===== src/rtl/keyboard_pkg.sv =====
// Shared types and constants for the PS/2 keyboard transmit/receive path.
//
// Contents:
//   tx_state_t          host-to-device transmitter FSM states
//   CMD_*               host command bytes
//   RSP_*               device response bytes
//   TX_LAST_BIT         bit counter value of the stop bit within the frame
//   odd_parity()        PS/2 frame parity for a data byte
package keyboard_pkg;

    typedef enum logic [2:0] {
        StIdle,
        StInhibit,
        StReq,
        StShift,
        StAck,
        StWaitIdle,
        StDone
    } tx_state_t;

    localparam logic [7:0] CMD_SET_LEDS = 8'hED;
    localparam logic [7:0] CMD_ECHO     = 8'hEE;
    localparam logic [7:0] CMD_RESET    = 8'hFF;

    localparam logic [7:0] RSP_ACK      = 8'hFA;
    localparam logic [7:0] RSP_BAT_OK   = 8'hAA;

    // Frame after the start bit is 8 data, parity, stop; index 9 is the stop bit.
    localparam logic [3:0] TX_LAST_BIT  = 4'd9;

    // Parity bit that makes the total count of ones (data + parity) odd.
    function automatic logic odd_parity(input logic [7:0] data);
        return ~^data;
    endfunction

endpackage


===== src/rtl/keyboard_tx_ps2_sync.sv =====
// Two-flop synchronizer plus falling-edge detector for one PS/2 line.
//
// Ports:
//   clock   system clock
//   resetn  synchronous active-low reset
//   pin     raw asynchronous line
//   level   synchronized line level
//   fall    high for one cycle when the synchronized level goes 1 -> 0
module ps2_sync (
    input  logic clock,
    input  logic resetn,
    input  logic pin,
    output logic level,
    output logic fall
);

    logic meta_q;
    logic sync_q;
    logic prev_q;

    // Reset to 1 (idle bus) so leaving reset never looks like a falling edge.
    always_ff @(posedge clock) begin
        if (!resetn) begin
            meta_q <= 1'b1;
            sync_q <= 1'b1;
            prev_q <= 1'b1;
        end else begin
            meta_q <= pin;
            sync_q <= meta_q;
            prev_q <= sync_q;
        end
    end

    assign level = sync_q;
    assign fall  = prev_q & ~sync_q;

endmodule


===== src/rtl/keyboard_tx.sv =====
// Host-to-device PS/2 transmitter: sends one command byte to the keyboard.
// Inhibits the bus, issues request-to-send, shifts data/parity/stop on
// device clock falling edges, samples the device ACK and reports the result.
//
// Parameters:
//   INHIBIT_CYCLES  cycles the clock is held low before request-to-send
//   TIMEOUT_CYCLES  max cycles from clock release to the end of the frame
//
// Ports:
//   clock, resetn   system clock, synchronous active-low reset
//   send, cmd       start request and command byte (sampled in idle only)
//   busy            transfer in progress
//   done, ack_err   one-cycle completion pulse; ack_err=1 on NACK or timeout
//   ps2_clk_in      raw PS/2 clock pin
//   ps2_data_in     raw PS/2 data pin
//   ps2_clk_oe      1 = pull clock low
//   ps2_data_oe     1 = pull data low
module keyboard_tx
    import keyboard_pkg::*;
#(
    parameter int unsigned INHIBIT_CYCLES = 6000,
    parameter int unsigned TIMEOUT_CYCLES = 1000000
) (
    input  logic       clock,
    input  logic       resetn,
    input  logic       send,
    input  logic [7:0] cmd,
    output logic       busy,
    output logic       done,
    output logic       ack_err,
    input  logic       ps2_clk_in,
    input  logic       ps2_data_in,
    output logic       ps2_clk_oe,
    output logic       ps2_data_oe
);

    // Phase counter covers 0..INHIBIT_CYCLES-1 and also the 2-cycle REQ window.
    localparam int unsigned PhW = ($clog2(INHIBIT_CYCLES) < 1) ? 1 : $clog2(INHIBIT_CYCLES);
    localparam int unsigned ToW = $clog2(TIMEOUT_CYCLES + 1);

    logic clk_level;
    logic clk_fall;
    logic data_level;
    logic unused_data_fall;

    tx_state_t      state_q, state_d;
    logic [9:0]     shift_q, shift_d;
    logic [3:0]     bitcnt_q, bitcnt_d;
    logic [PhW-1:0] phase_q, phase_d;
    logic [ToW-1:0] tmo_q, tmo_d;
    logic           data_oe_q, data_oe_d;
    logic           ack_err_q, ack_err_d;

    ps2_sync u_clk_sync (
        .clock  (clock),
        .resetn (resetn),
        .pin    (ps2_clk_in),
        .level  (clk_level),
        .fall   (clk_fall)
    );

    ps2_sync u_data_sync (
        .clock  (clock),
        .resetn (resetn),
        .pin    (ps2_data_in),
        .level  (data_level),
        .fall   (unused_data_fall)
    );

    always_ff @(posedge clock) begin
        if (!resetn) begin
            state_q   <= StIdle;
            shift_q   <= '0;
            bitcnt_q  <= '0;
            phase_q   <= '0;
            tmo_q     <= '0;
            data_oe_q <= 1'b0;
            ack_err_q <= 1'b0;
        end else begin
            state_q   <= state_d;
            shift_q   <= shift_d;
            bitcnt_q  <= bitcnt_d;
            phase_q   <= phase_d;
            tmo_q     <= tmo_d;
            data_oe_q <= data_oe_d;
            ack_err_q <= ack_err_d;
        end
    end

    always_comb begin
        state_d   = state_q;
        shift_d   = shift_q;
        bitcnt_d  = bitcnt_q;
        phase_d   = phase_q;
        tmo_d     = tmo_q;
        data_oe_d = data_oe_q;
        ack_err_d = ack_err_q;

        unique case (state_q)
            StIdle: begin
                if (send) begin
                    shift_d   = {1'b1, odd_parity(cmd), cmd};
                    phase_d   = '0;
                    bitcnt_d  = '0;
                    tmo_d     = '0;
                    data_oe_d = 1'b0;
                    ack_err_d = 1'b0;
                    state_d   = StInhibit;
                end
            end

            StInhibit: begin
                if (phase_q == PhW'(INHIBIT_CYCLES - 1)) begin
                    phase_d   = '0;
                    data_oe_d = 1'b1;  // start bit
                    state_d   = StReq;
                end else begin
                    phase_d = phase_q + PhW'(1);
                end
            end

            StReq: begin
                if (phase_q == PhW'(1)) begin
                    bitcnt_d = '0;
                    tmo_d    = '0;
                    state_d  = StShift;  // start bit stays driven until the first fall
                end else begin
                    phase_d = phase_q + PhW'(1);
                end
            end

            StShift: begin
                tmo_d = tmo_q + ToW'(1);
                if (clk_fall) begin
                    data_oe_d = ~shift_q[bitcnt_q];
                    bitcnt_d  = bitcnt_q + 4'd1;
                    if (bitcnt_q == TX_LAST_BIT) begin
                        state_d = StAck;
                    end
                end
            end

            StAck: begin
                tmo_d = tmo_q + ToW'(1);
                if (clk_fall) begin
                    ack_err_d = data_level;  // device pulls data low to acknowledge
                    state_d   = StWaitIdle;
                end
            end

            StWaitIdle: begin
                tmo_d = tmo_q + ToW'(1);
                if (clk_level && data_level) begin
                    state_d = StDone;
                end
            end

            StDone: begin
                data_oe_d = 1'b0;
                state_d   = StIdle;
            end

            default: begin
                state_d = StIdle;
            end
        endcase

        // Device stopped clocking or never released the bus: give up and release.
        if ((state_q inside {StShift, StAck, StWaitIdle}) &&
            (tmo_q == ToW'(TIMEOUT_CYCLES))) begin
            data_oe_d = 1'b0;
            ack_err_d = 1'b1;
            state_d   = StDone;
        end
    end

    assign busy        = (state_q != StIdle);
    assign done        = (state_q == StDone);
    assign ack_err     = (state_q == StDone) & ack_err_q;
    assign ps2_clk_oe  = (state_q == StInhibit) || (state_q == StReq);
    assign ps2_data_oe = data_oe_q;

endmodule


===== config.mk =====
export PLATFORM = sky130hd
export DESIGN_NAME = keyboard_tx
export DESIGN_NICKNAME = d
export VERILOG_FILES = /design/src/rtl/keyboard_pkg.sv /design/src/rtl/keyboard_tx_ps2_sync.sv /design/src/rtl/keyboard_tx.sv
export SDC_FILE = /design/constraint.sdc
export NUM_CORES = 1
export LEC_CHECK = 0
export BUFFER_PORTS_ARGS = -buffer_cell sky130_fd_sc_hd__buf_2
export CAP_MARGIN = 40
export CORE_MARGIN = 2
export CORE_UTILIZATION = 25
export CTS_CLUSTER_SIZE = 10
export DETAILED_ROUTE_END_ITERATION = 6
export PLACE_DENSITY_LB_ADDON = 0.3
export SYNTH_ARGS = -nofsm -noshare
export SYNTH_HDL_FRONTEND = slang
export SYNTH_HIERARCHICAL = 1
export SYNTH_SLANG_ARGS = --single-unit

===== constraint.sdc =====
create_clock -name clock -period 2.1 [get_ports clock]
set_input_delay 0 -clock clock [delete_from_list [all_inputs] [get_ports clock]]
set_output_delay 0 -clock clock [all_outputs]
set_load 0.05 [all_outputs]

## Yosys cells after proc, flatten, opt, wreduce, memory -nomap -nowiden

Cells that the tools add are included.

- Bits in registers: 57
- Bits in latches: 0
- RAM bits: 0
- Bits in read-only memories: 0
- Bits of input ports: 13
- Output and inout bits: 5
- Logic and storage cells: 98
- Memories kept: 0

- Add/subtract/negate cells: 3
- Multiply operators: 0
- Divide/modulo/power cells: 0
- Order comparisons: 1
- Equality and inequality tests: 25
- Shift-type cells: 0
- Multiplexer cells: 29
- Bitwise logic cells: 5
- Reductions and logical operators: 22

Operators with widths:

| cell | number |
|---|---|
| $pmux W20 S3 | 1 |
| $mux W20 | 2 |
| $mux W13 | 3 |
| $pmux W13 S3 | 1 |
| $mux W3 | 8 |
| $add A20 B1 Y20 const B | 1 |
| $eq A20 B20 Y1 const B | 1 |
| $pmux W3 S6 | 1 |
| $reduce_bool A3 Y1 | 6 |
| $ne A2 B2 Y1 const B | 8 |
| $reduce_and A7 Y1 | 2 |
| $add A13 B1 Y13 const B | 1 |
| $eq A13 B1 Y1 const B | 1 |
| $eq A13 B13 Y1 const B | 1 |
| $mux W4 | 3 |
| $ne A3 B2 Y1 const B | 4 |
| $pmux W4 S3 | 1 |
| $eq A3 B3 Y1 const B | 3 |
| $ne A3 B3 Y1 const B | 3 |
| $reduce_and A3 Y1 | 3 |
| $reduce_and A4 Y1 | 2 |
| $reduce_xnor A8 Y1 | 1 |
| $eq A3 B2 Y1 const B | 2 |
| $mux W1 | 6 |
| 16 further kinds | 20 |

## Longest topological paths before layout

Gate-level depths: netlist of the first run.

- Depth in word-level cells: 5
- Depth in mapped cells: 9
- Gate-level depth less buffers: 7

## Cells and area by module

Netlist of the first run, hierarchy kept.

By module, submodules not included:

| module | times used | cells an instance | area an instance (sq um) | seq. area each (sq um) |
|---|---|---|---|---|
| keyboard_tx | 1 | 351 | 2975.4 | 1041.0 |
| ps2_sync | 2 | 7 | 85.1 | 60.1 |

## Worst setup path after synthesis of the first run

No wires, ideal clock.

- Kind: reg2reg
- Start point: reg phase_q[0]
- End point: reg tmo_q[18]
- Arrival time: 1.766 ns
- Required time: 2.034 ns
- Slack: 0.268 ns
- Stages on the path, launching flop included: 8
- Buffers on the path: 1
- Clock period less this slack: 1.832 ns
- Cell sequence: dfxtp_1 -> ha_1 -> and4bb_1 -> and4_4 -> o21ai_2 -> buf_6 -> or4_4 -> a21oi_2

- Cells in the longest elaborated chain, start to end: 3

RTL lines:

| item | RTL line | text |
|---|---|---|
| start, declared | keyboard_tx.sv:49 | `logic [PhW-1:0] phase_q, phase_d;` |
| start signal, assigned | keyboard_tx.sv:83 | `phase_q <= phase_d;` |
| $eq A13 B1 Y1 | keyboard_tx.sv:123 | `if (phase_q == PhW'(1)) begin` |
| $ne A2 B2 Y1 (no line) | -- |  |
| $reduce_and A3 Y1 (no line) | -- |  |
| end signal, assigned | keyboard_tx.sv:84 | `tmo_q <= tmo_d;` |
| end, declared | keyboard_tx.sv:50 | `logic [ToW-1:0] tmo_q, tmo_d;` |

No other way between the ends.
A chain may end at the register's enable or synchronous reset.

## Worst setup path in the final report of the first run

- Start point: reg tmo_q[3]
- End point: reg state_q[0]

- Cells in the longest elaborated chain, start to end: 3

RTL lines:

| item | RTL line | text |
|---|---|---|
| $eq A20 B20 Y1 | keyboard_tx.sv:170 | `(tmo_q == ToW'(TIMEOUT_CYCLES))) begin` |
| $logic_and A1 B1 Y1 | keyboard_tx.sv:169 | `if ((state_q inside {StShift, StAck, StWaitIdle}) &&` |
| $reduce_or A2 Y1 (no line) | -- |  |
| end signal, assigned | keyboard_tx.sv:72 | `state_q <= StIdle;` |
| end signal, assigned | keyboard_tx.sv:80 | `state_q <= state_d;` |
| end, declared | keyboard_tx.sv:46 | `tx_state_t state_q, state_d;` |

No other way between the ends.

==> results.txt, run 1 <==
----------------------------------------------------
[Pwr]
  Net switching power figure ... ~0.66 mW
  Part of the total power dissipated in the clock network ... 51.5%
  Switching share of power ... 23.1%
  Internal power ... between 2 and 2.5 mW
  Sequential share of power ... 39.4%
  Combinational Power Share ... between 9 and 10%
  Power after layout ... 2.87 mW
  Ratio of total power to cell area ... 733 nW/um^2
  Leak pwr ... around 1.3 nW
  Worst voltage drop across the vdd grid ... 0.000496 V

[CTS]
  Num CTS Buffers ... 9
  Clock root cell ... sky130_fd_sc_hd__clkbuf_16
  Sinks on Clock Net ... 57
  CTS max path bufs ... 2
  TritonCTS clock tree ... done
  Clock transition at the registers of the reported paths ... around 60 ps
  Clk_lat worst skew ... roughly 330 ps
  H-Tree Level Count ... 3

[Global routing]
  First-pass GRT wire length ... about 13000 um
  Global router's overall resource usage ... 11.8%
  Number of global-route vias before repair ... approximately 2700
  GRT Residual Overflow ... 0
  Antenna violations before repair ... 0
  Pin count of the biggest net entering global routing ... 24

[Die]
  Vertical die dimension ... around 120 um
  Placement Rows ... 40
  Total I/O pin count ... 18
  Full die area ... roughly 13000 sq um
  Starting Density ... roughly a quarter
  Chip width ... between 100 and 150 um
  Core area ... approximately 12000 sq um

[Worst setup path]
  Crit path cell chain ... or4b_2 -> nor3_1 -> o2111ai_1 -> nand2_1 -> a2111oi_0
  Element type at the critical path end ... flip-flop
  Critical setup path kind ... reg -> reg
  Kind of cell with the highest combined delay on the critical path ... simple AND/OR/NAND/NOR gates
  Worst path max stage delay ... 680 ps
  Required time reported for the critical path endpoint ... about 2300 ps
  Arrival time at the worst endpoint ... 2220 ps
  Critical Path Start Type ... flip-flop
  Top fanout value on the critical path ... 6
  CP bufs+invs ... 0
  Standard cell with the maximum stage delay on the critical path ... sky130_fd_sc_hd__or4b_2

[STA]
  Final Hold Viols ... 0
  Pin slew with the least headroom to its limit ... about 640 ps
  Total setup violations reported at the end of the flow ... 0
  Maximum clock frequency ... between 400 and 500 MHz
  Relative max-transition margin ... 57.0%
  Clock Skew ... a little under 10 ps
  Final Worst Setup Slack ... between 60 and 70 ps
  Minimum period implied by the final worst setup slack ... about 2000 ps
  Final period utilization ... slightly below 100%
  Worst hold slack across all endpoints ... around 220 ps
  Sum of negative setup slack ... 0 ps
  Final count of pins violating max slew ... 0

[Place]
  Worst-case setup slack after placement ... around 95 ps
  HPWL Detailed ... ~4900 um
  Number of port buffers ... 17
  Post-DP Area ... between 3000 and 4000 sq um
  Number of placed instances with taps included ... between 500 and 600
  GPL Wtd Cong ... slightly below 0.8

[Logic synthesis]
  Synthesized Nets ... 381
  Post-Synthesis Mean Instance Area ... 8.60 sq um
  Total number of yosys warnings ... 6
  Total standard cell area after synthesis ... 3110 sq um
  Syn Inst Count ... between 300 and 400

[Cells and area]
  Synthesis-to-finish area growth ... 25.6%
  Fin cells ... 575
  Utilization of the core after routing ... between 30% and 40%
  Fraction of layout instances using a drive strength above 1 ... between 10% and 20%
  Total of fill cells in the finished design ... around 1300
  Area occupied by registers ... between 1000 and 1500 sq um
  Multi-input gate area ... 1870 sq um
  Most frequent standard cell in the layout excluding fill and tap cells ... sky130_fd_sc_hd__dfxtp_1
  Cell area after layout ... roughly 4000 sq um
  Number of antenna diodes ... 0
  Final layout net count ... approximately 420
  Commonest cells after routing, fill and taps aside ... sky130_fd_sc_hd__dfxtp_1 (56), sky130_fd_sc_hd__nand2_1 (37), sky130_fd_sc_hd__a21oi_1 (32)

[Job]
  Max-cap violation count ... 0

[Detailed routing]
  Total length of routed wires ... a little over 7000 um
  Vias after detailed routing ... ~2800
  DR WL/cell ... 12.6 um
  Residual antenna-violating net count after detailed routing ... 0
  Routed via count divided by cell count ... roughly 4.8
  Number of design rule violations left after detail routing ... 0
  Number of DRC violations after detailed-routing iteration 0 ... between 100 and 150
  Number of search-and-repair iterations in the first detailed-routing pass ... 4

[Run status]
  Status ... complete, no violations

[Worst hold path]
  Hold Crit Class ... in -> reg

----------------------------------------------------
[area by class of cell]
class                   instances  area share [%]
clock inverters                 4            1.31
flip-flops and latches         57            29.2
clock buffers                  12            6.56
repair buffers                 45            8.71
well taps                     168            5.38
multi-input cells             279            47.9
inverters                      10           0.960
[worst register-to-register path: cells and delay by family, from the launching register on]
family / cells / cell delay (ps)
flops: 1 / 370
simple gates: 3 / 1150
compound gates: 2 / 370
[worst paths after layout]
| path | slack (ps) | startpoint | endpoint | cells after the start |
|---|---|---|---|---|
| max | 70 | tmo_q[3] | state_q[0] | 5 |
| min | 220 | send | ack_err_q | 4 |
| max reg2reg | 70 | tmo_q[3] | state_q[0] | 5 |
| min reg2reg | 400 | u_data_sync/meta_q | u_data_sync/level | 1 |
[per-layer routing]
layer | up-vias | track usage, % | share of wire [%] | routed length (um)
li1 | 1385 | - | - | -
met1 | 1334 | 14.6 | 48 | 3440
met2 | 44 | 19.1 | 47 | 3420
met3 | 9 | 3.40 | 3.4 | 248
met4 | 0 | 5.06 | 1.7 | 125
met5 | - | 0 | 0 | 0
[timing repair]
item	CTS	global route
endpoints found under the setup margin	0	7
endpoints found under the hold margin	13	0
resized for setup	0	4
setup buffers	0	0
hold buffers	13	0
[registers in the layout (all words and copies together), names as in the netlist]
name	cells
tmo_q	20
u_clk_sync/meta_q	1
ps2_data_oe	1
u_data_sync/level	1
bitcnt_q	4
state_q	3
shift_q	10
ack_err_q	1
u_data_sync/meta_q	1
u_clk_sync/prev_q	1
u_clk_sync/level	1
phase_q	13
[power by group through the flow]
stage / Clock [mW] / Combinational [mW] / Sequential (mW)
global placement: 0 / 0.235 / 1.15
global route: 1.57 / 0.289 / 1.13
CTS: 1.52 / 0.258 / 1.13
finish: 1.48 / 0.261 / 1.13
floorplan: 0 / 0.162 / 1.15
detailed placement: 0 / 0.237 / 1.15
(Power assumes the default switching activity.)
==> run 2, diff against run 1 <==
--- a/config.mk
+++ b/config.mk
@@ -9,6 +9,7 @@
 export CAP_MARGIN = 40
 export CORE_MARGIN = 2
 export CORE_UTILIZATION = 25
+export CTS_BUF_LIST = sky130_fd_sc_hd__clkbuf_4
 export CTS_CLUSTER_SIZE = 10
 export DETAILED_ROUTE_END_ITERATION = 6
 export PLACE_DENSITY_LB_ADDON = 0.3
==> constraint.sdc (replaced) <==
create_clock -name clock -period 2.1 [get_ports clock]
set_input_delay 0.63 -clock clock [delete_from_list [all_inputs] [get_ports clock]]
set_output_delay 0.63 -clock clock [all_outputs]
set_load 0.05 [all_outputs]
==> run 2 against run 1 <==
Total power down 23%. Flip-flop and latch count unchanged. Clock power down 45%. Hold slack better by 160 ps. Die area unchanged. First-iteration DRC count down 3.8%. Sequential share of layout area up 1.0 points. Utilization down 0.77 points. Clock skew up 1.3 ps. Non-clock buffer count up 5. Highest routed layer unchanged. Global-route usage down 0.16 points. Largest power group is now registers.
==> results.txt, run 2 (synthesis results as in run 1) <==
----------------------------------------------------
[Place]
  GPL Wtd Cong ... 0.785 (-0.61%)
  Number of port buffers ... 17 (unchanged)
  HPWL Detailed ... 5100 um (+3.5%)
  Number of placed instances with taps included ... 557 (+2.0%)

[Die]
  Total I/O pin count ... 18 (unchanged)
  Full die area ... 13400 sq um (unchanged)
  Placement Rows ... 40 (unchanged)
  Chip width ... 116 um (unchanged)
  Vertical die dimension ... 116 um (unchanged)
  Core area ... 12100 sq um (unchanged)
  Starting Density ... 25.8% (unchanged)

[STA]
  Maximum clock frequency ... 480 MHz (-2.4%)
  Total setup violations reported at the end of the flow ... 0 (unchanged)
  RSZ-0062 raised after global routing ... yes
  Final period utilization ... 99.2% (+2.3 points)
  Final Hold Viols ... 0 (unchanged)
  Pin slew with the least headroom to its limit ... 496 ps (-145 ps)
  Relative max-transition margin ... 66.7% (+9.7 points)
  Final count of pins violating max slew ... 0 (unchanged)
  Clock Skew ... 11.2 ps (+1.33 ps)
  Minimum period implied by the final worst setup slack ... 2080 ps (+49.2 ps)

[Worst setup path]
  Standard cell with the maximum stage delay on the critical path ... sky130_fd_sc_hd__or3_4
  Top fanout value on the critical path ... 3 (-3)
  Crit path cell chain ... buf_8 -> or3_4 -> buf_8
  Most used cell, CP ... sky130_fd_sc_hd__buf_8
  Element type at the critical path end ... primary output
  Kind of cell with the highest combined delay on the critical path ... simple AND/OR/NAND/NOR gates
  Arrival time at the worst endpoint ... 1450 ps (-770 ps)
  Reg-to-Reg Start ... state_q[2]
  Worst path max stage delay ... 390 ps (-290 ps)
  Required time reported for the critical path endpoint ... 1470 ps (-810 ps)
  CP bufs+invs ... 2 (+2)
  Critical setup path kind ... reg -> out
  Worst r2r path cells ... 7 (+2)
  Critical Path Start Type ... flip-flop
  Worst reg2reg path endpoint ... tmo_q[12]
  Setup slack of the most critical reg-to-reg path ... 80 ps (about the same)

[Global routing]
  Antenna violations before repair ... 1 (+1)
  Pin count of the biggest net entering global routing ... 23 (-4.2%)
  Met2 track demand over resource ... 18.1% (-1.0 points)
  Layer carrying the most global-route usage ... met2
  GRT Residual Overflow ... 0 (unchanged)
  Fraction of met1 tracks used by global routing ... 15.2% (+0.52 points)
  Number of global-route vias before repair ... 2581 (-4.3%)
  Global router's overall resource usage ... 11.6% (-0.16 points)
  Met3 Usage GRT ... 1.88% (-1.5 points)
  First-pass GRT wire length ... 12400 um (-1.9%)

[Worst hold path]
  Hold Crit Class ... in -> reg
  Hold Path Depth ... 2 (-2)
  Hold path endpoint ... u_data_sync/meta_q
  Min-Delay Startpoint ... ps2_data_in

[CTS]
  Clock transition at the registers of the reported paths ... 100 ps (+40 ps)
  Num CTS Buffers ... 9 (unchanged)
  TritonCTS clock tree ... done
  H-Tree Level Count ... 3 (unchanged)
  CTS max path bufs ... 2 (unchanged)
  Clk_lat worst skew ... 430 ps (+100 ps)
  Clock root cell ... sky130_fd_sc_hd__clkbuf_4
  Sinks on Clock Net ... 57 (unchanged)

[Cells and area]
  Multi-input gate area ... 1880 sq um (+0.27%)
  Final layout net count ... 426 (+1.2%)
  Area occupied by registers ... 1150 sq um (+0.99%)
  Top register by number of flip-flops ... tmo_q
  Fin cells ... 581 (+1.0%)
  Commonest cells after routing, fill and taps aside ... sky130_fd_sc_hd__dfxtp_1 (53), sky130_fd_sc_hd__nand2_1 (37), sky130_fd_sc_hd__a21oi_1 (32)
  Most frequent standard cell in the layout excluding fill and tap cells ... sky130_fd_sc_hd__dfxtp_1
  Largest regs ... tmo_q (20), phase_q (13), shift_q (10)
  Utilization of the core after routing ... 31.6% (-0.77 points)
  Fraction of layout instances using a drive strength above 1 ... 23.5% (+5.9 points)
  Max reg flops ... 20 (unchanged)
  Synthesis-to-finish area growth ... 22.6%
  Total of fill cells in the finished design ... 1314 (+1.5%)

[Pwr]
  Power after layout ... 2.20 mW (-23%)
  Leak pwr ... 1.33 nW (-1.6%)
  Part of the total power dissipated in the clock network ... 36.6% (-15 points)
  Internal power ... 1.60 mW (-28%)
  Net switching power figure ... 0.607 mW (-8.3%)
  Combinational Power Share ... 12.4% (+3.3 points)
  Sequential share of power ... 51.0% (+12 points)
  Switching share of power ... 27.5% (+4.4 points)
  Worst voltage drop across the vdd grid ... 0.000358 V (-28%)
  Ratio of total power to cell area ... 577 nW/um^2 (-21%)

[Detailed routing]
  Number of design rule violations left after detail routing ... 0 (unchanged)
  DR WL/cell ... 12.2 um (-3.3%)
  Vias after detailed routing ... 2734 (-1.4%)
  Total length of routed wires ... 7070 um (-2.3%)
  Number of search-and-repair iterations in the first detailed-routing pass ... 4 (unchanged)
  Residual antenna-violating net count after detailed routing ... 0 (unchanged)
  Number of DRC violations after detailed-routing iteration 0 ... 100 (-3.8%)
  Routed via count divided by cell count ... 4.71 (-2.4%)

[Run status]
  Status ... complete, no violations

[Job]
  Max-cap violation count ... 0 (unchanged)

----------------------------------------------------
run 2: through the flow:
| step | area (sq um) | hold WS, ps | worst slack [ps] | TNS, ps |
|---|---|---|---|---|
| 3_3_place_gp | 3560 | 396 | -32.9 | -32.9 |
| 6_report | 3820 | 384 | 17.5 | 0 |
| 2_1_floorplan | 3130 | 386 | 39.8 | 0 |
| 3_5_place_dp | 3560 | 397 | -54.1 | -159 |
| 4_1_cts | 3760 | 356 | -9.79 | -9.79 |
| 5_1_grt | 3820 | 377 | -23.1 | -38.0 |
run 2: cell type report:
class / instances / area share, %
Sequential cell: 57 / 30.2
Clock inverter: 6 / 1.54
Antenna cell: 1 / 0.0656
Tap cell: 168 / 5.51
Multi-Input combinational cell: 279 / 49.1
Timing Repair Buffer: 50 / 10.6
Clock buffer: 10 / 1.97
Inverter: 10 / 0.984
run 2: repair_timing:
action,4_1_cts,5_1_grt
endpoints found under the hold margin,0,0
endpoints found under the setup margin,4,27
setup buffers,5,3
pin swaps,2,5
gates resized for setup,15,8
hold buffers,0,0
run 2: routing by layer:
| layer | routed length (um) | part of all wire (%) |
|---|---|---|
| met5 | 0 | 0 |
| met1 | 3510 | 50 |
| met4 | 204 | 2.9 |
| met2 | 3170 | 45 |
| met3 | 179 | 2.5 |
run 2: worst max path at each step:
stage          startpoint        end  slack, ps  depth (start not counted)
3_5_place_dp         send  tmo_q[10]        -50                          7
5_1_grt        state_q[0]       busy        -20                          3
3_3_place_gp         send  tmo_q[12]        -30                          7
6_report       state_q[0]       busy         20                          3
2_1_floorplan  state_q[1]       done         40                          4
4_1_cts        state_q[0]       busy        -10                          3
run 2: worst reg2reg max path: stages (launching register included):
cell and delay [ps]:
sky130_fd_sc_hd__dfxtp_4 390, sky130_fd_sc_hd__buf_4 170, sky130_fd_sc_hd__and4bb_1 280, sky130_fd_sc_hd__and4_4 270, sky130_fd_sc_hd__o21ai_2 50, sky130_fd_sc_hd__buf_4 160, sky130_fd_sc_hd__or4_1 500, sky130_fd_sc_hd__a21oi_1 140
run 2: power by group through the flow:
stage	clock [mW]	combinational, mW	sequential [mW]
after floorplan	0	0.163	1.15
after global placement	0	0.253	1.15
after detailed placement	0	0.255	1.15
after CTS	0.836	0.275	1.12
after global routing	0.879	0.302	1.13
final	0.807	0.272	1.12
==> run 3, diff against run 2 <==
--- a/config.mk
+++ b/config.mk
@@ -7,6 +7,7 @@
 export LEC_CHECK = 0
 export BUFFER_PORTS_ARGS = -buffer_cell sky130_fd_sc_hd__buf_2
 export CAP_MARGIN = 40
+export CORE_ASPECT_RATIO = 0.75
 export CORE_MARGIN = 2
 export CORE_UTILIZATION = 25
 export CTS_BUF_LIST = sky130_fd_sc_hd__clkbuf_4
==> run 3 against run 2 <==
Die area is essentially flat. Via count grew 0.11%. Non-clock buffer count grew 4. First-iteration DRC count grew 50%. Total power shrank 6.9%.
==> results.txt, run 3 (synthesis results as in run 1) <==
----------------------------------------------------
[Pwr]
  Worst voltage drop across the vdd grid ... 0.000290 V (-19%)
  Ratio of total power to cell area ... 537 nW/um^2 (-6.9%)
  Leak pwr ... 1.34 nW (+0.88%)
  Power after layout ... 2.05 mW (-6.9%)

[CTS]
  Num CTS Buffers ... 9 (unchanged)
  Clk_lat worst skew ... 410 ps (-20 ps)
  CTS Hold Buffers Added ... 0 (unchanged)
  Clock transition at the registers of the reported paths ... 90 ps (about the same)
  TritonCTS clock tree ... done
  CTS max path bufs ... 2 (unchanged)
  H-Tree Level Count ... 3 (unchanged)
  Sinks on Clock Net ... 57 (unchanged)
  Clock root cell ... sky130_fd_sc_hd__clkbuf_4

[Cells and area]
  Synthesis-to-finish area growth ... 22.6% (unchanged)
  Largest regs ... tmo_q (20), phase_q (13), shift_q (10)
  Max reg flops ... 20 (unchanged)
  Most frequent standard cell in the layout excluding fill and tap cells ... sky130_fd_sc_hd__dfxtp_1
  Fraction of layout instances using a drive strength above 1 ... 24.9% (+1.3 points)
  Commonest cells after routing, fill and taps aside ... sky130_fd_sc_hd__dfxtp_1 (50), sky130_fd_sc_hd__nand2_1 (37), sky130_fd_sc_hd__a21oi_1 (32), sky130_fd_sc_hd__buf_4 (32), sky130_fd_sc_hd__nor2_1 (29)
  Final layout net count ... 430 (+0.94%)
  Utilization of the core after routing ... 31.2% (-0.40 points)
  Fin cells ... 580 (-0.17%)
  Number of antenna diodes ... 0 (-1)
  Top register by number of flip-flops ... tmo_q
  Total of fill cells in the finished design ... 1326 (+0.91%)

[Worst setup path]
  Critical setup path kind ... reg -> out
  Element type at the critical path end ... primary output
  Required time reported for the critical path endpoint ... 1470 ps (about the same)
  Top fanout value on the critical path ... 6 (+3)
  Critical Path Start Type ... flip-flop
  Arrival time at the worst endpoint ... 1420 ps (-30 ps)

[Global routing]
  Pin count of the biggest net entering global routing ... 23 (unchanged)
  First-pass GRT wire length ... 12600 um (+1.6%)
  Number of global-route vias before repair ... 2690 (+4.2%)
  Antenna violations before repair ... 0 (-1)
  GRT Residual Overflow ... 0 (unchanged)
  Global router's overall resource usage ... 11.7% (+0.054 points)

[Die]
  Placement Rows ... 35 (-13%)
  Starting Density ... 25.5% (-0.33 points)
  Total I/O pin count ... 18 (unchanged)
  Full die area ... 13400 sq um (about the same)
  Chip width ... 133 um (+15%)
  Vertical die dimension ... 101 um (-13%)
  Core area ... 12200 sq um (+1.3%)

[STA]
  Clock Skew ... 14.9 ps (+3.67 ps)
  Pin slew with the least headroom to its limit ... 460 ps (-35.6 ps)
  Minimum period implied by the final worst setup slack ... 2050 ps (-28.8 ps)
  RSZ-0062 raised after global routing ... yes
  Sum of negative setup slack ... 0 ps (unchanged)
  Final count of pins violating max slew ... 0 (unchanged)
  Total setup violations reported at the end of the flow ... 0 (unchanged)
  Maximum clock frequency ... 487 MHz (+1.4%)
  Relative max-transition margin ... 69.1% (+2.4 points)
  Final period utilization ... 97.8% (-1.4 points)
  Final Hold Viols ... 0 (unchanged)

[Place]
  Number of placed instances with taps included ... 555 (-0.36%)
  Number of port buffers ... 17 (unchanged)
  GPL Wtd Cong ... 0.832 (+6.0%)
  HPWL Detailed ... 5280 um (+3.5%)

[Run status]
  Status ... complete, no violations

[Detailed routing]
  DR WL/cell ... 12.6 um (+3.2%)
  Number of DRC violations after detailed-routing iteration 0 ... 150 (+50%)
  Routed via count divided by cell count ... 4.72 (+0.28%)
  Residual antenna-violating net count after detailed routing ... 0 (unchanged)
  Vias after detailed routing ... 2737 (+0.11%)
  Number of search-and-repair iterations in the first detailed-routing pass ... 4 (unchanged)
  Number of design rule violations left after detail routing ... 0 (unchanged)
  Total length of routed wires ... 7290 um (+3.0%)

[Worst hold path]
  Hold Crit Class ... in -> reg

[Job]
  Max-cap violation count ... 0 (unchanged)

----------------------------------------------------
run 3: changes by cell type in the layout (fill, tap and decap cells not counted), moves of 2 or more:
cell                         delta
sky130_fd_sc_hd__buf_4          +4
sky130_fd_sc_hd__clkbuf_4       +2
sky130_fd_sc_hd__clkinv_2       -2
sky130_fd_sc_hd__clkinvlp_4     -2
sky130_fd_sc_hd__dfxtp_1        -3
sky130_fd_sc_hd__dfxtp_2        +4
sky130_fd_sc_hd__nor3_1         -2
sky130_fd_sc_hd__nor3_2         +2
run 3: timing repair:
item,CTS,global route
buffers inserted,8,3
pin swaps,1,3
cloned,0,0
resized for setup,15,11
endpoints found under the setup margin,4,23
run 3: report_power, final:
part | internal (mW) | total [mW] | switching (mW)
combinational | 0.121 | 0.273 | 0.151
clock | 0.264 | 0.655 | 0.392
sequential | 1.11 | 1.12 | 0.0163
total | 1.49 | 2.05 | 0.559
run 3: through the flow:
step           worst slack, ps  instance area (sq um)  hold WS [ps]
3_3_place_gp             -63.3                   3550           389
6_report                  46.3                   3820           397
3_5_place_dp             -79.9                   3550           404
2_1_floorplan             39.8                   3130           386
5_1_grt                  -44.6                   3820           367
4_1_cts                   5.09                   3760           371
run 3: routing by layer:
layer	wire length [um]	GRT usage (%)
met1	3730	15.5
met4	88	3.72
met5	0	0
met2	3250	18.3
met3	217	3.52
run 3: area by class of cell:
cell class	count	area (sq um)	area share, %
Tap cell	166	208	5.44
Multi-Input combinational cell	279	1890	49.5
Inverter	10	37.5	0.984
Timing Repair Buffer	54	429	11.2
Clock buffer	12	90.1	2.36
Sequential cell	57	1150	30.3
Clock inverter	2	7.51	0.197
run 3: path summary, 6_finish.rpt:
path                       from                  to  slack (ps)  depth (start not counted)
max reg2reg          phase_q[0]           tmo_q[12]         120                          7
min                 ps2_data_in  u_data_sync/meta_q         400                          2
max                  state_q[2]                busy          50                          3
min reg2reg  u_data_sync/meta_q   u_data_sync/level         420                          1
run 3: worst max-delay path, cell delays in order (launching register included):
cell                      delay (ps)
sky130_fd_sc_hd__dfxtp_4         360
sky130_fd_sc_hd__buf_8           120
sky130_fd_sc_hd__or3_4           380
sky130_fd_sc_hd__buf_8           160
